File: src/rtl/wb_stage.sv
// RISC-V write-back stage: retires ALU results in one cycle, waits on data memory for loads.
// Optional retire counter port retire_cnt_o is enabled by defining WB_RETIRE_CNT_EN.
module wb_stage #(
    parameter int XLEN       = 32,
    parameter int REG_ADDR_W = 5
) (
    input  logic                  clk,
    input  logic                  rst_n,
    input  logic                  valid_wb_i,
    input  logic                  RegWrite_wb_i,
    input  logic                  MemRead_wb_i,
    input  logic [REG_ADDR_W-1:0] Rd_wb_i,
    input  logic [2:0]            func3_wb_i,
    input  logic [1:0]            addr_lo_wb_i,
    input  logic [XLEN-1:0]       alu_result_wb_i,
    input  logic                  mem_rvalid_i,
    input  logic [XLEN-1:0]       mem_rdata_i,
    output logic                  stall_wb_o,
    output logic [REG_ADDR_W-1:0] Rd_wb_o,
    output logic                  RegWrite_wb_o,
`ifdef WB_RETIRE_CNT_EN
    output logic [XLEN-1:0]       Wr_reg_data_wb_o,
    output logic [63:0]           retire_cnt_o
`else
    output logic [XLEN-1:0]       Wr_reg_data_wb_o
`endif
);

    typedef enum logic {ST_IDLE, ST_WAIT_LOAD} state_t;

    state_t                r_state;
    state_t                w_state_nxt;
    logic                  w_accept;
    logic                  w_load_done;
    logic [XLEN-1:0]       w_load_data;

    logic [REG_ADDR_W-1:0] r_rd_p1;
    logic                  r_rw_p1;
    logic [2:0]            r_f3_p1;
    logic [1:0]            r_lo_p1;

    logic [REG_ADDR_W-1:0] r_rd_p2;
    logic                  r_we_p2;
    logic [XLEN-1:0]       r_data_p2;

    // Byte/half selection from the aligned word; misaligned halves ignore addr_lo[0].
    function automatic logic [XLEN-1:0] f_extract(input logic [XLEN-1:0] word,
                                                  input logic [2:0]      f3,
                                                  input logic [1:0]      lo);
        logic [XLEN-1:0]        shifted;
        logic signed [7:0]      sbyte;
        logic signed [15:0]     shalf;
        logic signed [XLEN-1:0] sext;
        logic [XLEN-1:0]        res;
        shifted = word >> {lo, 3'b000};
        sbyte   = shifted[7:0];
        shalf   = lo[1] ? word[31:16] : word[15:0];
        res     = word;
        case (f3)
            3'b000: begin sext = sbyte; res = sext; end
            3'b001: begin sext = shalf; res = sext; end
            3'b100: res = {24'd0, sbyte};
            3'b101: res = {16'd0, shalf};
            default: res = word;
        endcase
        return res;
    endfunction

    assign stall_wb_o  = (r_state == ST_WAIT_LOAD);
    assign w_accept    = valid_wb_i && !stall_wb_o;
    assign w_load_done = (r_state == ST_WAIT_LOAD) && mem_rvalid_i;
    assign w_load_data = f_extract(mem_rdata_i, r_f3_p1, r_lo_p1);

    always_comb begin
        w_state_nxt = r_state;
        case (r_state)
            ST_IDLE:      if (w_accept && MemRead_wb_i) w_state_nxt = ST_WAIT_LOAD;
            ST_WAIT_LOAD: if (mem_rvalid_i) w_state_nxt = ST_IDLE;
            default:      w_state_nxt = ST_IDLE;
        endcase
    end

    always_ff @(posedge clk or negedge rst_n) begin
        if (!rst_n) r_state <= ST_IDLE;
        else        r_state <= w_state_nxt;
    end

    // p1: load fields held while the memory response is outstanding
    always_ff @(posedge clk or negedge rst_n) begin
        if (!rst_n) begin
            r_rd_p1 <= '0;
            r_rw_p1 <= 1'b0;
            r_f3_p1 <= '0;
            r_lo_p1 <= '0;
        end else if (w_accept && MemRead_wb_i) begin
            r_rd_p1 <= Rd_wb_i;
            r_rw_p1 <= RegWrite_wb_i;
            r_f3_p1 <= func3_wb_i;
            r_lo_p1 <= addr_lo_wb_i;
        end
    end

    // p2: register-file write port
    always_ff @(posedge clk or negedge rst_n) begin
        if (!rst_n) begin
            r_rd_p2   <= '0;
            r_we_p2   <= 1'b0;
            r_data_p2 <= '0;
        end else begin
            r_we_p2 <= 1'b0;
            if (w_load_done) begin
                r_we_p2   <= r_rw_p1 && (r_rd_p1 != '0);
                r_rd_p2   <= r_rd_p1;
                r_data_p2 <= w_load_data;
            end else if (w_accept && !MemRead_wb_i) begin
                r_we_p2   <= RegWrite_wb_i && (Rd_wb_i != '0);
                r_rd_p2   <= Rd_wb_i;
                r_data_p2 <= alu_result_wb_i;
            end
        end
    end

    assign Rd_wb_o          = r_rd_p2;
    assign RegWrite_wb_o    = r_we_p2;
    assign Wr_reg_data_wb_o = r_data_p2;

`ifdef WB_RETIRE_CNT_EN
    logic [63:0] r_cnt;
    always_ff @(posedge clk or negedge rst_n) begin
        if (!rst_n)                                          r_cnt <= '0;
        else if (w_load_done || (w_accept && !MemRead_wb_i)) r_cnt <= r_cnt + 64'd1;
    end
    assign retire_cnt_o = r_cnt;
`endif

endmodule

File: config.mk
export PLATFORM = sky130hd
export DESIGN_NAME = wb_stage
export DESIGN_NICKNAME = d
export VERILOG_FILES = /design/src/rtl/wb_stage.sv
export SDC_FILE = /design/constraint.sdc
export NUM_CORES = 1
export LEC_CHECK = 0
export CORE_ASPECT_RATIO = 2
export CORE_MARGIN = 1.5
export CORE_UTILIZATION = 39
export CTS_CLUSTER_DIAMETER = 40
export DETAILED_ROUTE_END_ITERATION = 12
export GPL_TIMING_DRIVEN = 0
export PLACE_DENSITY_LB_ADDON = 0.25
export SLEW_MARGIN = 20
export SYNTH_ARGS = -nofsm -noshare
export SYNTH_HDL_FRONTEND = slang
export SYNTH_SLANG_ARGS = --single-unit
File: constraint.sdc
create_clock -name clk -period 1.4 [get_ports clk]
set_clock_uncertainty 0.05 [all_clocks]
set_input_delay 0.28 -clock clk [delete_from_list [all_inputs] [get_ports clk]]
set_output_delay 0.28 -clock clk [all_outputs]
set_load 0.01 [all_outputs]
==> flow_summary.toml <==
[status]
status = "finished with violations"
violations = "setup timing"

[timing]
maxClockFrequency_mhz = 623
max_slew_margin_pct = 62.5
worst_pin_slew_ps = 563
whs_ps = 351
setup_viol = 38
fin_setup_tns_ps = -6080
fin_ws_ps = -206
hold_viol_final = 0
rsz0062_at_grt = "true"
report.final.slew_viol_count = 0
finalWorstPathRequiredPeriod_ps = 1610
fin_crit_sh_pct = 115

[detailed_routing]
drt-initial-drc-count = 95
vias = 2850
wl_mm = 9.91
viasPerCell = 5.62
ant_nets = 0
drtPass1Iterations = 4
post_drt_wl_per_cell_um = 19.5
drc_errors = 0

[placement]
hpwl_mm = 7.43
gp_congestion = 0.931
portBuffers = 118

[logic_synthesis]
synth-main-ff-cell = "dfrtp_1"
syn_inst = 272
netlist_area_um2 = 2900
ys_seq_area_share_pct = 43.1
yosys_warnings = 0
syn-num-nets = 352
synth-seq-cells = 50
synth.distinct_cells = 35
async_flop_share_pct = 100
syn-mean-instance-area_um2 = 10.7
synth_edf_count = 0

[critical_path]
start_kind = "register"
path_class = "register to register"
endpoint_kind = "register"
critPathRequiredTime_ps = 1520
critPathArrivalTime_ps = 1730
path_max_fanout = 10

[job]
max-cap-violations = 0

[cts]
cts_buffers = 5
cts_tree = "built"
clk_pin_slew_ps = 70
cts.sinks = 50
htreeDepth = 2
root_buffer = "clkbuf_16"
clock_latency_ps = 290
clockBufferDepth = 2

[final_layout]
area_growth_pct = 63.8
fin_nets = 494
nFillCells = 595
diodes = 0
drive_above_1_share_pct = 23.6
ff_latch_area_um2 = 1250
multiInputGateArea_um2 = 1640

[floorplan]
die_h_um = 125
die_x_um = 64.0
core_area_um2 = 7210
start_util_pct = 40.2
ios = 119
die_area_um2 = 8000
rows = 44

[global_routing]
grt_pass1_vias = 3086
grt_overflow = 0
track_usage_pct = 25.0
antenna_found_initial = 0
grt_max_degree = 28
grt_pass1_wl_mm = 15.5

[power]
p_leak_nw = 2.02
peakVddDrop_mv = 0.879
powerDensity_nw_per_um2 = 1210

[hold_path]
min_path_type = "input port to register"
[stage by stage]
step           cell area [µm²]  worst slack [ps]  utilization, %  cells  power [mW]
6_report                  4750              -206            65.9    507        5.76
2_1_floorplan             2930              -178               -    272        3.29
3_3_place_gp              4220             -1590            58.6    482        4.49
3_5_place_dp              4240              -726            58.8    483        4.54
5_1_grt                   4750              -269            65.9    507        6.06
4_1_cts                   4630              -231            64.2    504        5.69
[what timing repair did]
item | CTS | global route
pin swaps | 7 | 9
resized for setup | 78 | 29
hold buffers | 1 | 0
buffers inserted | 12 | 2
endpoints found under the hold margin | 23 | 0
setup endpoints to repair | 86 | 47
gates cloned | 0 | 1
[layout make-up]
cell class | count | share of cell area, %
tap | 92 | 2.42
inverter | 2 | 0.158
multi-input combinational | 196 | 34.4
clock buffer | 7 | 3.00
buffer | 24 | 4.61
timing repair buffer | 135 | 28.9
sequential | 50 | 26.4
clock inverter | 1 | 0.105
[critical path, stage by stage (launching register included)]
cell and delay (ps):
dfrtp_2 400, mux4_2 550, nor2_4 120, a211o_4 140, buf_12 140, o211ai_2 80
[synthesized netlist by cell type, types with 2 or more instances]
cell type,instances,share of area (%)
or3_1,7,1.5
nor2b_1,10,2.2
a22o_1,7,2.1
o21ai_1,9,1.6
clkbuf_1,9,1.2
buf_1,2,0.26
mux2_2,11,4.3
nor2_1,2,0.26
nor3b_1,8,2.1
a22oi_1,2,0.52
dfrtp_1,50,43
o211ai_2,10,4.3
mux2i_1,39,13
buf_6,4,1.6
o31ai_1,7,1.8
or4_1,2,0.52
o211ai_1,8,2.1
buf_2,8,1.4
o21ai_0,3,0.52
nand3_1,18,3.1
a211oi_1,7,1.8
o22ai_1,7,1.5
a221oi_1,7,2.1
a21oi_1,9,1.6
nand2_1,16,2.1
[registers in the layout (all words and copies together) (netlist names)]
register	cells
RegWrite_wb_o	1
r_rd_p1	5
r_f3_p1	3
Wr_reg_data_wb_o	32
r_rw_p1	1
r_lo_p1	2
stall_wb_o	1
Rd_wb_o	5
[logic make-up (layout without fill, tap and decap cells)]
family                 count (synthesis)  after routing  share of synthesized area (%)
muxes                                 51             51                           18.5
AOI/OAI and AO/OA                     79             79                           20.7
and+or+nand+nor                       66             66                           12.8
buffers and inverters                 26            169                           4.87
DFF                                   50             50                           43.1
[power by group]
part | internal [mW] | total [mW] | switching [mW]
registers | 1.85 | 2.09 | 0.245
clock network | 0.709 | 1.22 | 0.509
logic | 1.28 | 2.45 | 1.17
[placed cells by master (no fill, tap or decap), types with 8 or more instances in the layout]
cell | synthesis | final
buf_12 | 0 | 9
o211ai_2 | 10 | 10
clkdlybuf4s50_1 | 0 | 72
a21oi_1 | 9 | 9
dlygate4sd2_1 | 0 | 42
buf_4 | 1 | 9
nand2_1 | 16 | 16
mux2_2 | 11 | 11
mux2i_1 | 39 | 36
o211ai_1 | 8 | 8
dfrtp_1 | 50 | 47
nand3_1 | 18 | 16
o21ai_1 | 9 | 8
[layer usage]
layer / share of wire (%) / global-route usage [%] / up-vias
li1: - / - / 1326
met1: 34 / 25.2 / 1379
met2: 57 / 47.1 / 118
met3: 5.6 / 4.77 / 27
met4: 3.8 / 12.3 / 0
met5: 0 / 0 / -
[final timing paths]
check                      slack, ps                          endpoint  depth (start not counted)              startpoint
max                             -210  Wr_reg_data_wb_o[16]$_DFFE_PN0P_                          5  r_lo_p1[1]$_DFFE_PN0P_
min                              350  Wr_reg_data_wb_o[31]$_DFFE_PN0P_                          3         mem_rdata_i[31]
max reg2reg                     -210  Wr_reg_data_wb_o[16]$_DFFE_PN0P_                          5  r_lo_p1[1]$_DFFE_PN0P_
min reg2reg                      460            Rd_wb_o[4]$_DFFE_PN0P_                          2  r_rd_p1[4]$_DFFE_PN0P_
max in group asynchronous        300            r_f3_p1[0]$_DFFE_PN0P_                          3                   rst_n
min in group asynchronous        460  Wr_reg_data_wb_o[15]$_DFFE_PN0P_                          2                   rst_n
(Power assumes the default switching activity.)
